--- config.mk ---
export PLATFORM = sky130hd
export DESIGN_NAME = expr_calc_flat
export DESIGN_NICKNAME = d
export VERILOG_FILES = /design/src/rtl/expr_calc_if.sv /design/src/rtl/expr_calc.sv /design/src/flat_wrapper.sv
export SDC_FILE = /design/constraint.sdc
export NUM_CORES = 1
export LEC_CHECK = 0
export BUFFER_PORTS_ARGS = -buffer_cell sky130_fd_sc_hd__clkbuf_2
export CAP_MARGIN = 20
export CORE_UTILIZATION = 45
export CTS_BUF_LIST = sky130_fd_sc_hd__clkbuf_4 sky130_fd_sc_hd__clkbuf_8 sky130_fd_sc_hd__clkbuf_16
export DETAILED_ROUTE_END_ITERATION = 10
export GPL_TIMING_DRIVEN = 0
export PLACE_DENSITY = 0.65
export SLEW_MARGIN = 20
export SYNTH_ARGS = -nofsm -noshare
export SYNTH_HDL_FRONTEND = slang
export SYNTH_SLANG_ARGS = --single-unit
export TNS_END_PERCENT = 20
--- constraint.sdc ---
create_clock -name clk -period 6.5 [get_ports clk]
set_input_delay 0.65 -clock clk [delete_from_list [all_inputs] [get_ports clk]]
set_output_delay 0.65 -clock clk [all_outputs]
set_load 0.005 [all_outputs]
--- src/rtl/expr_calc_if.sv ---
// Character-in / result-out bundle for the expression calculator.
// master = character producer and result consumer, slave = calculator.
interface expr_calc_if #(
  parameter int WIDTH = 16
);
  logic             in_valid;
  logic [7:0]       in;
  logic             in_ready;
  logic             res_valid;
  logic [WIDTH-1:0] res;
  logic             err;
  logic             res_ack;
  logic             ok;

  modport master (
    output in_valid,
    output in,
    output res_ack,
    input  in_ready,
    input  res_valid,
    input  res,
    input  err,
    input  ok
  );

  modport slave (
    input  in_valid,
    input  in,
    input  res_ack,
    output in_ready,
    output res_valid,
    output res,
    output err,
    output ok
  );
endinterface

--- src/rtl/expr_calc.sv ---
// Streaming single-digit "+"/"*" expression evaluator.
// Multiplication binds tighter than addition; all arithmetic wraps.
module expr_calc #(
  parameter int         WIDTH = 16,
  parameter logic [7:0] TERM  = 8'h3D
) (
  input  logic        clk,
  input  logic        clr,
  expr_calc_if.slave  bus
);

  localparam logic [2:0] S_IDLE = 3'd0;
  localparam logic [2:0] S_NUM  = 3'd1;
  localparam logic [2:0] S_OP   = 3'd2;
  localparam logic [2:0] S_ERR  = 3'd3;
  localparam logic [2:0] S_DONE = 3'd4;

  logic [2:0]       state_q, state_d;
  logic [WIDTH-1:0] sum_q, sum_d;
  logic [WIDTH-1:0] term_q, term_d;
  logic             mulp_q, mulp_d;
  logic [WIDTH-1:0] res_q, res_d;
  logic             rv_q, rv_d;
  logic             err_q, err_d;

  logic             acc;
  logic             is_term;
  logic             is_dig;
  logic             is_add;
  logic             is_mul;
  logic [WIDTH-1:0] dig;
  logic [WIDTH-1:0] prod;
  logic [WIDTH-1:0] total;

  assign bus.in_ready  = (state_q != S_DONE);
  assign bus.ok        = (state_q == S_NUM);
  assign bus.res_valid = rv_q;
  assign bus.res       = res_q;
  assign bus.err       = err_q;

  assign acc = bus.in_valid & bus.in_ready;

  // Classes are made disjoint so a digit or operator TERM still decodes cleanly.
  assign is_term = (bus.in == TERM);
  assign is_dig  = (bus.in >= 8'h30) && (bus.in <= 8'h39) && !is_term;
  assign is_add  = (bus.in == 8'h2B) && !is_term;
  assign is_mul  = (bus.in == 8'h2A) && !is_term;

  assign dig   = WIDTH'(bus.in[3:0]);
  assign prod  = term_q * dig;
  assign total = sum_q + term_q;

  always_comb begin
    state_d = state_q;
    sum_d   = sum_q;
    term_d  = term_q;
    mulp_d  = mulp_q;
    res_d   = res_q;
    rv_d    = rv_q;
    err_d   = err_q;
    unique case (state_q)
      S_IDLE, S_OP: begin
        if (acc) begin
          unique case (1'b1)
            is_dig: begin
              state_d = S_NUM;
              term_d  = mulp_q ? prod : dig;
            end
            is_term: begin
              state_d = S_DONE;
              res_d   = '0;
              err_d   = 1'b1;
              rv_d    = 1'b1;
            end
            default: state_d = S_ERR;
          endcase
        end
      end
      S_NUM: begin
        if (acc) begin
          unique case (1'b1)
            is_add: begin
              state_d = S_OP;
              sum_d   = total;
              mulp_d  = 1'b0;
            end
            is_mul: begin
              state_d = S_OP;
              mulp_d  = 1'b1;
            end
            is_term: begin
              state_d = S_DONE;
              res_d   = total;
              err_d   = 1'b0;
              rv_d    = 1'b1;
            end
            default: state_d = S_ERR;
          endcase
        end
      end
      S_ERR: begin
        if (acc && is_term) begin
          state_d = S_DONE;
          res_d   = '0;
          err_d   = 1'b1;
          rv_d    = 1'b1;
        end
      end
      S_DONE: begin
        // res/err stay put so the consumer can still read them after ack.
        if (bus.res_ack) begin
          state_d = S_IDLE;
          sum_d   = '0;
          term_d  = '0;
          mulp_d  = 1'b0;
          rv_d    = 1'b0;
        end
      end
      default: state_d = S_IDLE;
    endcase
  end

  always_ff @(posedge clk) begin
    if (clr) begin
      state_q <= S_IDLE;
      sum_q   <= '0;
      term_q  <= '0;
      mulp_q  <= 1'b0;
      res_q   <= '0;
      rv_q    <= 1'b0;
      err_q   <= 1'b0;
    end else begin
      state_q <= state_d;
      sum_q   <= sum_d;
      term_q  <= term_d;
      mulp_q  <= mulp_d;
      res_q   <= res_d;
      rv_q    <= rv_d;
      err_q   <= err_d;
    end
  end

endmodule

--- src/flat_wrapper.sv ---
// flat-port wrapper written by rule: the top's interface ports become plain ports
module expr_calc_flat 
#(
  parameter int         WIDTH = 16,
  parameter logic [7:0] TERM  = 8'h3D
)
  (clk, clr, bus_in_valid, bus_in, bus_res_ack, bus_in_ready, bus_res_valid, bus_res, bus_err, bus_ok);
  expr_calc_if #(.WIDTH(WIDTH)) bus_i ();
  input  logic clk;
  input  logic clr;
  input wire logic [$bits(bus_i.in_valid)-1:0] bus_in_valid;
  input wire logic [$bits(bus_i.in)-1:0] bus_in;
  input wire logic [$bits(bus_i.res_ack)-1:0] bus_res_ack;
  output wire logic [$bits(bus_i.in_ready)-1:0] bus_in_ready;
  output wire logic [$bits(bus_i.res_valid)-1:0] bus_res_valid;
  output wire logic [$bits(bus_i.res)-1:0] bus_res;
  output wire logic [$bits(bus_i.err)-1:0] bus_err;
  output wire logic [$bits(bus_i.ok)-1:0] bus_ok;
  assign bus_i.in_valid = bus_in_valid;
  assign bus_i.in = bus_in;
  assign bus_i.res_ack = bus_res_ack;
  assign bus_in_ready = bus_i.in_ready;
  assign bus_res_valid = bus_i.res_valid;
  assign bus_res = bus_i.res;
  assign bus_err = bus_i.err;
  assign bus_ok = bus_i.ok;
  expr_calc #(.WIDTH(WIDTH), .TERM(TERM)) u_core (.clk(clk), .clr(clr), .bus(bus_i));
endmodule
## Yosys cells after proc, flatten, opt, wreduce, memory -nomap -nowiden

Index checks and enable logic that the tools add are counted.
W data, S select, Z words.

- $add $sub $neg: 1
- Multiply operators: 1
- $lt $le $gt $ge: 2
- Equal/unequal tests: 19
- Muxes and demuxes: 32
- Bitwise operators: 1
- Reduce and logical (&&, ||, !) cells: 20

Operators by type and width:

| kind | number |
|---|---|
| $mux W16 | 11 |
| $pmux W16 S2 | 2 |
| $pmux W16 S3 | 1 |
| $eq A8 B6 Y1 const B | 3 |
| $ne A2 B1 Y1 const B | 9 |
| $add A16 B16 Y16 | 1 |
| $mul A16 B4 Y16 | 1 |
| $reduce_and A4 Y1 | 4 |
| $mux W3 | 4 |
| $pmux W3 S2 | 2 |
| $pmux W3 S4 | 1 |
| $ge A8 B6 Y1 const B | 1 |
| $le A8 B6 Y1 const B | 1 |
| $mux W1 | 7 |
| $eq A3 B2 Y1 const B | 2 |
| $pmux W1 S3 | 2 |
| $reduce_and A6 Y1 | 1 |
| $reduce_bool A3 Y1 | 2 |
| $logic_and A1 B1 Y1 | 5 |
| $reduce_and A5 Y1 | 1 |
| $pmux W1 S2 | 2 |
| $reduce_bool A2 Y1 | 2 |
| $reduce_or A2 Y1 | 2 |
| $eq A3 B1 Y1 const B | 1 |
| other kinds (8) | 8 |

- Bits in registers: 54
- Input bits: 12
- Output and inout bits: 20
- Word-level logic and storage cells: 83

## Longest topological paths before layout

Gate-level depths: netlist of run 1.

- Word-level depth: 7
- Depth in mapped cells: 16

## Worst setup path before layout of run 1

Ideal clock, no wire load.

- Kind: input to register
- Start: input port bus_in[1]
- End: register u_core.term_q[14]
- Arrival: 3.770 ns
- Data required time: 6.383 ns
- Path slack: 2.612 ns
- Stages on the path: 13
- Path buffers: 2
- Cell sequence: buf_2 -> clkbuf_1 -> and2_1 -> fa_1 -> inv_1 -> fa_1 -> inv_1 -> ha_1 -> and2_1 -> a311o_1 -> o21a_1 -> or3_1 -> a32o_1

- Longest elaborated chain between the ends: 5

RTL lines:

| what | line | text |
|---|---|---|
| start, declared | flat_wrapper.sv:12 | `input wire logic [$bits(bus_i.in)-1:0] bus_in;` |
| $mul A16 B4 Y16 (tied with other cells) | expr_calc.sv:50 | `assign prod = term_q * dig;` |
| $mux W16 (tied with other cells) | expr_calc.sv:67 | `term_d = mulp_q ? prod : dig;` |
| $mux W16 or $logic_and A1 B1 Y1 (tied branches) | expr_calc.sv:64, expr_calc.sv:45 |  |
| $mux W16 or $ne A2 B1 Y1 (tied branches) | n/a |  |
| $pmux W16 S2 or $reduce_and A4 Y1 (tied branches) | n/a |  |
| end signal, assigned | expr_calc.sv:135 | `term_q <= term_d;` |
| end, declared | expr_calc.sv:20 | `logic [WIDTH-1:0] term_q, term_d;` |

Several ways; a longest one is shown, not always the timed one. The select of a mux whose other input is x is not followed.
A chain may end at the register's enable or synchronous reset.

## Worst setup path in the final report of run 1

- Start: input port bus_in[3]
- End: register u_core.term_q[14]

Same word-level chain as after synthesis.

==> results of run 1 <==
critical path: stages:
cell and delay, ps:
clkbuf_2 160, clkbuf_1 260, and2_1 250, fa_1 540, inv_1 60, fa_1 520, inv_1 40, ha_1 320
nor2b_1 140, o21a_1 180, o21ai_1 330, a31oi_1 170, o21a_1 210, or3_1 300, a32o_1 240
metal layers:
| layer | track usage, % | wire, µm | vias to the layer above |
|---|---|---|---|
| met5 | 0 | 0 | - |
| met4 | 6.47 | 187 | 0 |
| met3 | 3.38 | 305 | 14 |
| met2 | 37.5 | 5010 | 70 |
| met1 | 29.9 | 5060 | 1854 |
| li1 | - | - | 1918 |
sequential cells by signal (all words and copies together) (netlist names):
| name | flops |
|---|---|
| u_core.bus.err | 1 |
| u_core.bus.res | 16 |
| u_core.bus.res_valid | 1 |
| u_core.mulp_q | 1 |
| u_core.state_q | 3 |
| u_core.sum_q | 16 |
| u_core.term_q | 16 |
final cells by class:
type	count	area, µm²	area share, %
Multi-Input combinational cell	399	3010	62.4
Sequential cell	54	1080	22.4
Inverter	57	214	4.43
Tap cell	129	161	3.34
Timing Repair Buffer	28	140	2.90
Buffer	30	126	2.62
Clock buffer	7	90.1	1.87
Clock inverter	1	5.00	0.104
report_power, final:
part	leakage (nW)	internal, mW	switching (mW)	total (mW)
Clock	0.0517	0.0904	0.109	0.200
Combinational	1.68	0.00976	0.0242	0.0339
Sequential	0.435	0.332	0.000843	0.332
Total	2.17	0.432	0.134	0.566
cell families (layout without fill, tap and decap cells):
kind of cell	Yosys count	after routing	share of synthesized area (%)
AO/OA/AOI/OAI	117	117	18.9
AND/OR/NAND/NOR	196	196	22.4
flip-flops	54	54	24.4
buffers and inverters	87	123	7.68
adder cells (fa/ha/maj)	57	57	20.5
XOR/XNOR	26	26	5.45
multiplexers	3	3	0.677
per-stage QoR:
stage | std cells | setup slack [ps] | hold slack, ps | utilization [%] | instance area, µm²
6_report | 705 | 2330 | 461 | 51.5 | 4830
5_1_grt | 705 | 2160 | 488 | 51.5 | 4830
4_1_cts | 705 | 2320 | 460 | 51.5 | 4830
3_5_place_dp | 697 | 2000 | 447 | 50.5 | 4730
3_3_place_gp | 697 | 2020 | 445 | 50.5 | 4730
2_1_floorplan | 540 | 2610 | 436 | - | 4430
path summary, 6_finish.rpt:
check / to / cells after the start / from
max: u_core.term_q[14]$_SDFFE_PP0P_ / 15 / bus_in[3]
min reg2reg: u_core.sum_q[5]$_SDFFE_PP0P_ / 2 / u_core.sum_q[5]$_SDFFE_PP0P_
max reg2reg: u_core.term_q[14]$_SDFFE_PP0P_ / 13 / u_core.term_q[1]$_SDFFE_PP0P_
min: u_core.sum_q[5]$_SDFFE_PP0P_ / 2 / u_core.sum_q[5]$_SDFFE_PP0P_
placed cells by master, fill, tap and decap left out, drive strengths merged, types with 9 or more instances in the layout:
cell type,n
ha,31
dfxtp,54
a21oi,35
buf,13
a21o,9
inv,57
xnor2,20
o21ai,11
a32o,12
clkbuf,52
nand2,45
and2,39
nand3,21
fa,26
nor2,45
nor3,12
a22oi,10
==> impl_metrics.yaml, run 1 <==
outcome:
  status: "finished, final reports clean"
floorplan:
  die_y_um: 101
  coreArea_um2: 9370
  io_pins: 32
  die_w_um: 101
  start_util_pct: 47.3
  fp.dieArea_um2: 10300
  fp-row-count: 35
yosys:
  yosysTopAreaCell: "dfxtp_1"
  synth_edf_count: 0
  ys_warn_count: 0
  synth.top_cell.area_share_pct: 24.4
  post_synth.cell_area_avg_um2: 8.21
  ys_top_cells_by_area: "dfxtp_1, fa_1, ha_1"
  postSynthNetCount: 609
  ys.flop_type: "dfxtp_1"
  yosysSeqAreaShare_pct: 24.4
  syn_area_um2: 4430
  synth_cells: 540
  yosysMostFrequentCell: "inv_1"
  synth_commonest_cells: "inv_1, dfxtp_1, nand2_1, nor2_1, and2_1"
  ys_ff_latch: 54
  synthDistinctLibCells: 52
  async_flop_share_pct: 0
placement:
  portBuffers: 28
  dpl.hpwl_um: 8250
  gp_congestion: 0.868
clocking:
  cts_resized: 0
  clock_path_buffers: 2
  root_buffer: "clkbuf_8"
  htree_num_levels: 2
  hold_buffers: 0
  cts_setup_buffers: 0
  clock-sinks: 54
  path_clk_slew_ps: 90
  cts_tree: "yes"
  cts_buffers: 5
  clock_latency_ps: 310
cells_and_area:
  final_net_count: 644
  area_growth_pct: 8.95
  nFillCells: 941
  final_layout_size_suffix_gt1_share_pct: 9.72
  antenna_cells: 0
run:
  max_cap_violations: 0
drt:
  antenna_left: 0
  drc: 0
  firstDrtPassIters: 4
  routedWlPerCell_um: 15.0
  via_per_inst: 5.47
  drt_wl_total_um: 10600
  dr.first_iter.drc_count: 230
  vias: 3856
critical_path:
  critical_path_peak_fanout: 10
  setup.worst_path.end_class: "flop"
  crit_arrival_ps: 4390
  r2r_slack_ps: 2720
  criticalPathCategory: "in -> reg"
  crit_required_ps: 6720
  cp-start-kind: "primary input"
sta:
  min_period_ps: 4170
  worst_pin_slew_ps: 1120
  skew_ps: 4.98
  slew_headroom_pct: 24.9
  report.final.slew_viol_count: 0
  setup_viol: 0
  max_freq_ghz: 0.240
  rsz0062_at_grt: "no"
  hold_viol_final: 0
  fin_crit_sh_pct: 64.2
  final.setup.tns_ps: 0
grt:
  grt_pass1_vias: 3748
  grt_max_degree: 16
  grt_use_total_pct: 22.4
  grt_pass1_wl_um: 17900
  gr-total-overflow: 0
  antenna_found_initial: 0
hold_path:
  min_path_type: "reg -> reg"
power_and_ir_drop:
  power_mw: 0.566
  power_density_nw_per_um2: 117
  p_leak_nw: 2.17
  peakVddDrop_v: 0.0000804
Note: power is estimated with default switching activity, not from simulation.
==> inputs of run 2 (changes only) <==
clock period = 4.05 ns   (was 6.5 ns; I/O delays follow)
==> run 2 against run 1 <==
  * Global-route usage is essentially flat
  * Via count is 0.34% lower
  * Register-to-register slack lost 2300 ps
  * First-iteration DRC count increased by 2.6%
  * Clock power rose by 60%
  * Count of clock-buffer cells in the layout stayed put
  * Utilization rose by 0.053 points
  * Die area unchanged
  * Routed wire length shrank 0.47%
  * Final cell count unchanged
  * Worst hold slack worse by 40 ps
  * Setup slack worse by 2100 ps
  * Largest cell class unchanged
==> impl_metrics.yaml, run 2 (same netlist as run 1, synthesis figures left out) <==
outcome:
  status: "finished, final reports clean"
critical_path:
  criticalPathCategory: "in -> reg"
  critical_path_peak_fanout: 10
  crit_arrival_ps: 4060
  cp-start-kind: "primary input"
  crit_required_ps: 4260
  setup.worst_path.end_class: "flop"
floorplan:
  fp.dieArea_um2: 10300
  die_y_um: 101
  die_w_um: 101
  fp-row-count: 35
  io_pins: 32
  coreArea_um2: 9370
  start_util_pct: 47.3
clocking:
  cts_setup_buffers: 0
  htree_num_levels: 2
  root_buffer: "clkbuf_8"
  hold_buffers: 0
  cts_buffers: 5
  clock_path_buffers: 2
  cts_tree: "yes"
  clock-sinks: 54
  path_clk_slew_ps: 90
  clock_latency_ps: 310
sta:
  worst_pin_slew_ps: 875
  slew_headroom_pct: 41.2
  fin_crit_sh_pct: 94.9
  max_freq_ghz: 0.260
  setup_ws_ps: 206
  rsz0062_at_grt: "yes"
  hold_viol_final: 0
  report.final.slew_viol_count: 0
  min_period_ps: 3840
  skew_ps: 4.76
  setup_viol: 0
drt:
  vias: 3843
  drc: 0
  routedWlPerCell_um: 14.9
  dr.first_iter.drc_count: 236
  via_per_inst: 5.45
  antenna_left: 0
  drt_wl_total_um: 10500
  firstDrtPassIters: 5
grt:
  grt_use_total_pct: 22.3
  grt_pass1_vias: 3749
  antenna_found_initial: 0
  gr-total-overflow: 0
  grt_max_degree: 16
  grt_pass1_wl_um: 17900
placement:
  dpl.hpwl_um: 8250
  gp_congestion: 0.868
  dp_slack_ps: -208
  portBuffers: 28
cells_and_area:
  regArea_um2: 1080
  nFillCells: 936
  layout_common_cells: "inv_1, dfxtp_1, nor2_1, nand2_1, and2_1"
  final_layout_size_suffix_gt1_share_pct: 10.1
  area_growth_pct: 9.06
  final_net_count: 644
  antenna_cells: 0
  multi_input_area_um2: 3020
  final_common_cell: "inv_1"
power_and_ir_drop:
  power_frac_seq_pct: 58.8
  pwr-share-comb_pct: 6.0
  power_mw: 0.908
  peakVddDrop_v: 0.000129
  p_switching_mw: 0.215
  p_leak_nw: 2.17
  p_int_mw: 0.693
  p_sw_share_pct: 23.7
  power_frac_clock_pct: 35.2
  power_density_nw_per_um2: 188
run:
  max_cap_violations: 0
hold_path:
  min_path_type: "in -> reg"
-- run 2: changes by cell type in the layout (fill, tap and decap cells not counted) --
cell,previous run,this run
o21ai_1,6,5
clkbuf_1,17,16
clkbuf_2,28,29
o21ai_2,0,1
-- run 2: area by class of cell --
class,instances,area share (%)
timing repair buffer,28,2.90
clock buffer,7,1.86
buffer,30,2.64
clock inverter,1,0.104
multi-input combinational,399,62.4
tap,129,3.34
inverter,57,4.43
sequential,54,22.4
-- run 2: per-layer routing --
layer	GRT usage (%)	vias up	wire length, µm	share of wire, %
met2	37.5	72	5050	48
met5	0	-	0	0
li1	-	1916	-	-
met1	29.9	1842	4960	47
met3	3.17	13	339	3.2
met4	6.47	0	166	1.6
-- run 2: worst paths after layout --
check | from | slack (ps) | depth (start not counted) | to
worst max-delay path | bus_in[3] | 210 | 14 | u_core.term_q[15]$_SDFFE_PP0P_
worst min-delay path | bus_res_ack | 420 | 3 | u_core.state_q[2]$_SDFFE_PP0P_
worst max register to register | u_core.term_q[1]$_SDFFE_PP0P_ | 390 | 13 | u_core.term_q[14]$_SDFFE_PP0P_
worst min register to register | u_core.sum_q[5]$_SDFFE_PP0P_ | 460 | 2 | u_core.sum_q[5]$_SDFFE_PP0P_
-- run 2: repair_timing --
item                                    in CTS  in global routing
gates resized for setup                      0                  3
endpoints found under the setup margin       0                  2
endpoints found under the hold margin        0                  0
-- run 2: per-stage QoR --
step	std cells	cell area (µm²)	hold WS [ps]	util, %	TNS (ps)
2_1_floorplan	540	4430	436	-	0
3_3_place_gp	697	4730	445	50.5	-333
3_5_place_dp	697	4730	447	50.5	-456
4_1_cts	705	4830	422	51.5	0
5_1_grt	705	4830	438	51.6	-29.1
6_report	705	4830	421	51.6	0
-- run 2: worst max-delay path, stage by stage --
cell,delay (ps)
clkbuf_2,180
clkbuf_1,390
nand2_1,150
fa_1,540
fa_1,610
inv_1,60
ha_1,280
a21oi_1,190
o211ai_1,130
a21oi_1,310
o21ai_1,210
a41oi_1,300
xnor2_1,120
a22o_1,180
-- run 2: power by group through the flow --
| stage | Sequential (mW) | Combinational (mW) | Clock [mW] |
|---|---|---|---|
| floorplan | 0.546 | 0.0333 | 0 |
| detailed placement | 0.546 | 0.0546 | 0 |
| CTS | 0.534 | 0.0547 | 0.329 |
| global route | 0.534 | 0.0615 | 0.347 |
| finish | 0.534 | 0.0548 | 0.320 |
| global placement | 0.546 | 0.0531 | 0 |
